===== src/rtl/qr_arith_pkg.sv =====
// Shared arithmetic definitions for the QR datapath: default widths, pipeline
// depth limits and the fixed-point round/saturate helper used by post-stages.
package qr_arith_pkg;

  localparam int DEF_W      = 16;
  localparam int STAGES_MIN = 2;
  localparam int STAGES_MAX = 6;
  // Working width for round_sat: holds any product up to 64 bits plus headroom.
  localparam int RS_W       = 66;
  localparam logic signed [RS_W-1:0] RS_ONE = {{(RS_W-1){1'b0}}, 1'b1};

  // Round half-up by frac bits, then clamp to out_w; returns {sat, res}.
  // value must already be sign- or zero-extended to RS_W according to tc.
  function automatic logic [RS_W:0] round_sat(input logic [RS_W-1:0] value,
                                              input logic            tc,
                                              input int              frac,
                                              input int              out_w);
    logic signed [RS_W-1:0] v_s;
    logic signed [RS_W-1:0] half_s;
    logic signed [RS_W-1:0] r_s;
    logic signed [RS_W-1:0] hi_s;
    logic signed [RS_W-1:0] lo_s;
    logic signed [RS_W-1:0] res_s;
    logic                   sat_s;
    v_s = signed'(value);
    if (frac > 0) begin
      half_s = RS_ONE <<< (frac - 1);
    end else begin
      half_s = '0;
    end
    if (tc) begin
      r_s  = (v_s + half_s) >>> frac;
      hi_s = (RS_ONE <<< (out_w - 1)) - RS_ONE;
      lo_s = -(RS_ONE <<< (out_w - 1));
    end else begin
      r_s  = (v_s + half_s) >> frac;
      hi_s = (RS_ONE <<< out_w) - RS_ONE;
      lo_s = '0;
    end
    if (r_s > hi_s) begin
      res_s = hi_s;
      sat_s = 1'b1;
    end else if (r_s < lo_s) begin
      res_s = lo_s;
      sat_s = 1'b1;
    end else begin
      res_s = r_s;
      sat_s = 1'b0;
    end
    return {sat_s, res_s};
  endfunction

endpackage


===== src/rtl/mult_pipe_rs_if.sv =====
// Operand/result handshake bundle for mult_pipe_rs; slave is the multiplier side.
interface mult_pipe_rs_if #(
  parameter int A_W   = qr_arith_pkg::DEF_W,
  parameter int B_W   = qr_arith_pkg::DEF_W,
  parameter int OUT_W = qr_arith_pkg::DEF_W
) ();
  logic                 i_valid;
  logic                 o_ready;
  logic [A_W-1:0]       i_a;
  logic [B_W-1:0]       i_b;
  logic                 i_tc;
  logic                 i_flush;
  logic                 o_valid;
  logic                 i_ready;
  logic [A_W+B_W-1:0]   o_prod;
  logic [OUT_W-1:0]     o_res;
  logic                 o_sat;

  modport slave (
    input  i_valid, i_a, i_b, i_tc, i_flush, i_ready,
    output o_ready, o_valid, o_prod, o_res, o_sat
  );

  modport master (
    output i_valid, i_a, i_b, i_tc, i_flush, i_ready,
    input  o_ready, o_valid, o_prod, o_res, o_sat
  );
endinterface


===== src/rtl/pipe_delay_reg.sv =====
// Enable-gated shift register with a parallel valid-clear; all taps advance together.
module pipe_delay_reg #(
  parameter int W     = 8,
  parameter int DEPTH = 1
) (
  input  logic         clk,
  input  logic         rst_n,
  input  logic         en,
  input  logic         clr,
  input  logic [W-1:0] din,
  input  logic         din_valid,
  output logic [W-1:0] dout,
  output logic         dout_valid
);
  logic [W-1:0]     data_r [DEPTH];
  logic [DEPTH-1:0] valid_r;

  // Valid chain: clear wins over enable so killed slots never re-emerge.
  always_ff @(posedge clk or negedge rst_n) begin
    if (!rst_n) begin
      valid_r <= '0;
    end else if (clr) begin
      valid_r <= '0;
    end else if (en) begin
      valid_r[0] <= din_valid;
      for (int i = 1; i < DEPTH; i++) begin
        valid_r[i] <= valid_r[i-1];
      end
    end
  end

  // Data chain shifts on enable only.
  always_ff @(posedge clk or negedge rst_n) begin
    if (!rst_n) begin
      for (int i = 0; i < DEPTH; i++) begin
        data_r[i] <= '0;
      end
    end else if (en) begin
      data_r[0] <= din;
      for (int i = 1; i < DEPTH; i++) begin
        data_r[i] <= data_r[i-1];
      end
    end
  end

  assign dout       = data_r[DEPTH-1];
  assign dout_valid = valid_r[DEPTH-1];
endmodule


===== src/rtl/mult_pipe_rs.sv =====
// Pipelined signed/unsigned multiplier with lock-step valid/ready flow control
// and a registered fixed-point round-and-saturate output stage.
module mult_pipe_rs
  import qr_arith_pkg::*;
#(
  parameter int A_W    = DEF_W,
  parameter int B_W    = DEF_W,
  parameter int STAGES = 2,
  parameter int FRAC   = 0,
  parameter int OUT_W  = DEF_W
) (
  input  logic          i_clk,
  input  logic          i_rst_n,
  mult_pipe_rs_if.slave bus
);
  localparam int P_W = A_W + B_W;
  localparam int DLY = ((STAGES > STAGES_MAX) ? STAGES_MAX : STAGES) - STAGES_MIN;

  logic             adv_s;
  logic [P_W-1:0]   a_ext_s;
  logic [P_W-1:0]   b_ext_s;
  logic [P_W-1:0]   mul_s;
  logic [P_W-1:0]   s1_prod_r;
  logic             s1_tc_r;
  logic             s1_valid_r;
  logic [P_W-1:0]   dl_prod_s;
  logic             dl_tc_s;
  logic             dl_valid_s;
  logic [RS_W-1:0]  rs_in_s;
  logic [OUT_W-1:0] rs_res_s;
  logic             rs_sat_s;
  logic             o_valid_r;
  logic             o_sat_r;
  logic [P_W-1:0]   o_prod_r;
  logic [OUT_W-1:0] o_res_r;

  // Whole pipeline moves as one; a full output slot blocks only when not consumed.
  assign adv_s       = ~o_valid_r | bus.i_ready;
  assign bus.o_ready = adv_s;
  assign bus.o_valid = o_valid_r;
  assign bus.o_prod  = o_prod_r;
  assign bus.o_res   = o_res_r;
  assign bus.o_sat   = o_sat_r;

  // Extending by mode lets one P_W-bit modular multiply serve both signednesses.
  always_comb begin
    if (bus.i_tc) begin
      a_ext_s = {{B_W{bus.i_a[A_W-1]}}, bus.i_a};
      b_ext_s = {{A_W{bus.i_b[B_W-1]}}, bus.i_b};
    end else begin
      a_ext_s = {{B_W{1'b0}}, bus.i_a};
      b_ext_s = {{A_W{1'b0}}, bus.i_b};
    end
    mul_s = a_ext_s * b_ext_s;
  end

  // Stage 1: register the full product and its mode bit.
  always_ff @(posedge i_clk or negedge i_rst_n) begin
    if (!i_rst_n) begin
      s1_valid_r <= 1'b0;
      s1_tc_r    <= 1'b0;
      s1_prod_r  <= '0;
    end else if (bus.i_flush) begin
      s1_valid_r <= 1'b0;
    end else if (adv_s) begin
      s1_valid_r <= bus.i_valid;
      s1_tc_r    <= bus.i_tc;
      s1_prod_r  <= mul_s;
    end
  end

  generate
    if (DLY > 0) begin : g_dly
      logic [P_W:0] dl_dout_s;
      pipe_delay_reg #(.W(P_W + 1), .DEPTH(DLY)) u_dly (
        .clk        (i_clk),
        .rst_n      (i_rst_n),
        .en         (adv_s),
        .clr        (bus.i_flush),
        .din        ({s1_tc_r, s1_prod_r}),
        .din_valid  (s1_valid_r),
        .dout       (dl_dout_s),
        .dout_valid (dl_valid_s)
      );
      assign {dl_tc_s, dl_prod_s} = dl_dout_s;
    end else begin : g_nodly
      assign dl_prod_s  = s1_prod_r;
      assign dl_tc_s    = s1_tc_r;
      assign dl_valid_s = s1_valid_r;
    end
  endgenerate

  // Widen by mode so the rounding add and shift follow the operand signedness.
  always_comb begin
    if (dl_tc_s) begin
      rs_in_s = {{(RS_W-P_W){dl_prod_s[P_W-1]}}, dl_prod_s};
    end else begin
      rs_in_s = {{(RS_W-P_W){1'b0}}, dl_prod_s};
    end
    rs_res_s = OUT_W'(round_sat(rs_in_s, dl_tc_s, FRAC, OUT_W));
    rs_sat_s = 1'(round_sat(rs_in_s, dl_tc_s, FRAC, OUT_W) >> RS_W);
  end

  // Output stage: holds while back-pressured; flush kills only the valid bit.
  always_ff @(posedge i_clk or negedge i_rst_n) begin
    if (!i_rst_n) begin
      o_valid_r <= 1'b0;
      o_sat_r   <= 1'b0;
      o_prod_r  <= '0;
      o_res_r   <= '0;
    end else if (bus.i_flush) begin
      o_valid_r <= 1'b0;
    end else if (adv_s) begin
      o_valid_r <= dl_valid_s;
      o_prod_r  <= dl_prod_s;
      o_res_r   <= rs_res_s;
      o_sat_r   <= rs_sat_s;
    end
  end
endmodule

===== src/flat_wrapper.sv =====
// flat-port wrapper written by rule: the top's interface ports become plain ports
module mult_pipe_rs_flat import qr_arith_pkg::*;
#(
  parameter int A_W    = DEF_W,
  parameter int B_W    = DEF_W,
  parameter int STAGES = 2,
  parameter int FRAC   = 0,
  parameter int OUT_W  = DEF_W
)
  (i_clk, i_rst_n, bus_i_valid, bus_i_a, bus_i_b, bus_i_tc, bus_i_flush, bus_i_ready, bus_o_ready, bus_o_valid, bus_o_prod, bus_o_res, bus_o_sat);
  mult_pipe_rs_if #(.A_W(A_W), .B_W(B_W), .OUT_W(OUT_W)) bus_i ();
  input  logic i_clk;
  input  logic i_rst_n;
  input wire logic [$bits(bus_i.i_valid)-1:0] bus_i_valid;
  input wire logic [$bits(bus_i.i_a)-1:0] bus_i_a;
  input wire logic [$bits(bus_i.i_b)-1:0] bus_i_b;
  input wire logic [$bits(bus_i.i_tc)-1:0] bus_i_tc;
  input wire logic [$bits(bus_i.i_flush)-1:0] bus_i_flush;
  input wire logic [$bits(bus_i.i_ready)-1:0] bus_i_ready;
  output wire logic [$bits(bus_i.o_ready)-1:0] bus_o_ready;
  output wire logic [$bits(bus_i.o_valid)-1:0] bus_o_valid;
  output wire logic [$bits(bus_i.o_prod)-1:0] bus_o_prod;
  output wire logic [$bits(bus_i.o_res)-1:0] bus_o_res;
  output wire logic [$bits(bus_i.o_sat)-1:0] bus_o_sat;
  assign bus_i.i_valid = bus_i_valid;
  assign bus_i.i_a = bus_i_a;
  assign bus_i.i_b = bus_i_b;
  assign bus_i.i_tc = bus_i_tc;
  assign bus_i.i_flush = bus_i_flush;
  assign bus_i.i_ready = bus_i_ready;
  assign bus_o_ready = bus_i.o_ready;
  assign bus_o_valid = bus_i.o_valid;
  assign bus_o_prod = bus_i.o_prod;
  assign bus_o_res = bus_i.o_res;
  assign bus_o_sat = bus_i.o_sat;
  mult_pipe_rs #(.A_W(A_W), .B_W(B_W), .STAGES(STAGES), .FRAC(FRAC), .OUT_W(OUT_W)) u_core (.i_clk(i_clk), .i_rst_n(i_rst_n), .bus(bus_i));
endmodule

===== config.mk =====
export PLATFORM = sky130hd
export DESIGN_NAME = mult_pipe_rs_flat
export DESIGN_NICKNAME = d
export VERILOG_FILES = /design/src/rtl/qr_arith_pkg.sv /design/src/rtl/mult_pipe_rs_if.sv /design/src/rtl/pipe_delay_reg.sv /design/src/rtl/mult_pipe_rs.sv /design/src/flat_wrapper.sv
export SDC_FILE = /design/constraint.sdc
export NUM_CORES = 1
export LEC_CHECK = 0
export BUFFER_PORTS_ARGS = -buffer_cell sky130_fd_sc_hd__buf_2
export CORE_UTILIZATION = 43
export CTS_CLUSTER_SIZE = 30
export DETAILED_ROUTE_END_ITERATION = 6
export PLACE_DENSITY = 0.69
export SYNTH_ARGS = -nofsm -noshare
export SYNTH_HDL_FRONTEND = slang
export SYNTH_SLANG_ARGS = --single-unit

===== constraint.sdc =====
create_clock -name i_clk -period 3 [get_ports i_clk]
set_input_delay 0.45 -clock i_clk [delete_from_list [all_inputs] [get_ports i_clk]]
set_output_delay 0.45 -clock i_clk [all_outputs]
set_load 0.005 [all_outputs]

==> results.cfg <==
[sta]
period_share = 2.123
worst_slew_pin_slew_ns = 1.047
rsz0062_at_grt = true
finalSetupViolCount = 27
period_needed_ns = 6.368
hold_slack_ns = 0.2779
fmax_ghz = 0.1570
drv_slew = 0
setup_ws_ns = -3.368
hold_violations = 0
fin_skew_ns = 0.008574
maxSlewHeadroom = 0.2992

[final_layout]
diodes = 0
fillers = 3326
nets = 2602
syn_to_final_growth_pct = 28.17
final_cells = 2605
fin_util = 0.5584
drive_gt1_frac = 0.2808

[placed_design]
globalplace.congestion = 0.9344
portBuffers = 88
dp.final_hpwl_um = 36470
placedCellCount = 2561
post-place-ws_ns = -3.834

[critical_path]
crit_arrival_ns = 6.58
start_kind = input pin
cp_slowest_cell = fa_2
crit_family = adder cells
cp_common_cell = fa_1
cp.depth = 25
worstSetupStartpoint = bus_i_a[15]
slowest_delay_ns = 0.56
path_buf_inv = 8
reg2reg_slack_ns = 0.37
cp.required_ns = 3.21
worstSetupPathType = input pin to flop
critPathMaxFanout = 5
crit_end = u_core.dl_prod_s[29]$_DFFE_PN0P_
reg2reg_depth = 11
cp-end-kind = flop
reg2reg_to = u_core.bus.o_res[4]$_DFFE_PN0P_
worstReg2RegStart = u_core.dl_tc_s$_DFFE_PN0P_

[yosys]
yosys.area_share.adder = 0.5066
synth_top_family_by_area = adder cells
synthCells = 1813
synthMuxAreaShare = 0.0005944
ys.flop_type = dfrtp_1
yosysTopAreaCell = fa_1
synth_xor_area_frac = 0.03537
async_reset_ff_frac = 1.000
synth_area_mm2 = 0.01684
yosys_warnings = 0
avgSynthCellArea_um2 = 9.288
synth.distinct_cells = 55
yosys.area.top_type_share = 0.3959
ys_seq_area_frac = 0.1248
synth_area_leaders = fa_1 40%, dfrtp_1 12%, ha_1 11%
ys_ff_latch = 84
synthSimpleGateAreaFrac = 0.1528
syn-num-nets = 2333
synth_compound_area_frac = 0.06881
synth_edf_count = 0

[route]
drt_iter0_drc = 605
postRouteAntennaNets = 0
viasPerCell = 4.996
routed_wl_um = 43350
dr_total_vias = 13010
drc = 0
drt_pass1_iterations = 5
routedWlPerCell_um = 16.64

[clock_tree]
htree_levels = 3
cts_sinks = 84
cts.clk_slew.worst_paths_ns = 0.06
clock-root-buffer = clkbuf_16
clock_path_buffers = 2
numCtsBuffers = 9
insertion_delay_ns = 0.34
cts_tree = built
hold_buffers = 0

[global_route]
grt_pass1_vias = 14450
grt_use_met1 = 0.3047
grt_max_degree = 85
top_usage_layer = met2
grt-ovfl-total = 0
grt_pass1_wl_um = 73150
gr-usage-all-layers = 0.2330
grtUsageMet3 = 0.02453
antenna_found_initial = 0
grt_use_met2 = 0.4204

[die]
io_pins = 89
die_area_mm2 = 0.03995
fp-row-count = 72
dieHeight_um = 199.9
fp.coreArea_mm2 = 0.03865
die_w_um = 199.9
initial_core_util = 0.4357

[run_status]
violations = negative setup slack
outcome = complete, but fails checks

[worst_hold_path]
hold_class = input pin to asynchronous set/reset pin

[flow_run]
maxCapViolations = 0
## cells in the final DEF (no fill, tap or decap), types with 7 or more instances in the layout
cell type	n
and3_4	8
nor2_1	27
a21oi_2	18
inv_2	37
o21ai_2	8
a21oi_1	22
o21ai_1	23
fa_2	29
and3_1	16
o21a_1	7
xor2_1	18
and2_1	153
dfrtp_1	84
and2_4	23
ha_4	53
buf_2	59
fa_1	304
a21o_1	25
nand2_4	7
buf_12	14
ha_1	95
nand2_1	229
nand2_2	7
a221o_1	15
xnor2_1	45
inv_1	375
nand4_1	9
o21ai_0	15
clkbuf_16	9
buf_4	202
buf_6	44
## synthesized netlist by cell type, drive strengths merged, types with 9 or more instances
master    n
fa      333
xor2     19
and3     27
a221o    15
a21oi    44
a21o     28
and2    176
dfrtp    84
o21ai    46
nor2     33
nand2   243
nand4     9
clkbuf   63
xnor2    49
ha      149
inv     415
## metrics by stage
stage	setup TNS [ns]	instance area (um^2)
6_report	-72.52	21580
5_1_grt	-77.41	21580
4_1_cts	-71.98	21380
3_5_place_dp	-86.02	20180
3_3_place_gp	-85.15	20180
2_1_floorplan	-71.08	17970
## logic make-up after synthesis
group                    count (synthesis)
multiplexers                             1
AND/OR/NAND/NOR                        521
AO/OA/AOI/OAI                          171
flip-flops                              84
adder cells (fa/ha/maj)                482
XOR/XNOR                                68
buffers and inverters                  486
## registers in the layout, summed over array words and instances, names as in the netlist
register and flops:
u_core.bus.o_sat 1, u_core.bus.o_valid 1, u_core.dl_prod_s 32, u_core.bus.o_prod 32, u_core.dl_valid_s 1, u_core.dl_tc_s 1
u_core.bus.o_res 16
## per-layer routing
layer,up-vias,wire length (um),part of all wire
li1,5999,-,-
met1,6624,18960,0.44
met2,341,21820,0.50
met3,50,1980,0.046
met4,0,592,0.014
met5,-,0,0
## worst min path at each step
stage               slack, ns                         startpoint                                 to  cells past startpoint
CTS                      0.31                        bus_i_flush      u_core.dl_valid_s$_DFFE_PN0P_                      2
floorplan                0.15                            i_rst_n   u_core.bus.o_prod[0]$_DFFE_PN0P_                      0
finish                   0.28                            i_rst_n   u_core.bus.o_res[10]$_DFFE_PN0P_                      1
detailed placement       0.46  u_core.bus.o_prod[29]$_DFFE_PN0P_  u_core.bus.o_prod[29]$_DFFE_PN0P_                      2
global placement         0.45   u_core.bus.o_prod[0]$_DFFE_PN0P_   u_core.bus.o_prod[0]$_DFFE_PN0P_                      2
global route             0.32                        bus_i_flush      u_core.dl_valid_s$_DFFE_PN0P_                      2
## area by class of cell
cell class | instances | area [um^2] | share of cell area
tap | 518 | 648.1 | 0.03003
timing repair buffer | 329 | 2753 | 0.1275
clock buffer | 10 | 239.0 | 0.01107
clock inverter | 6 | 93.84 | 0.004348
inverter | 415 | 1568 | 0.07264
multi-input combinational | 1243 | 14180 | 0.6570
sequential | 84 | 2102 | 0.09740
## what timing repair did
action / in CTS / in global routing
gates cloned: 2 / 0
hold endpoints to repair: 0 / 0
endpoints found under the setup margin: 28 / 28
setup buffers: 23 / 4
pin swaps: 88 / 41
gates resized for setup: 173 / 50
Power is left out: the tool's default activity adds up to more than one toggle a clock period on the data nets, which glitch-free logic cannot reach.
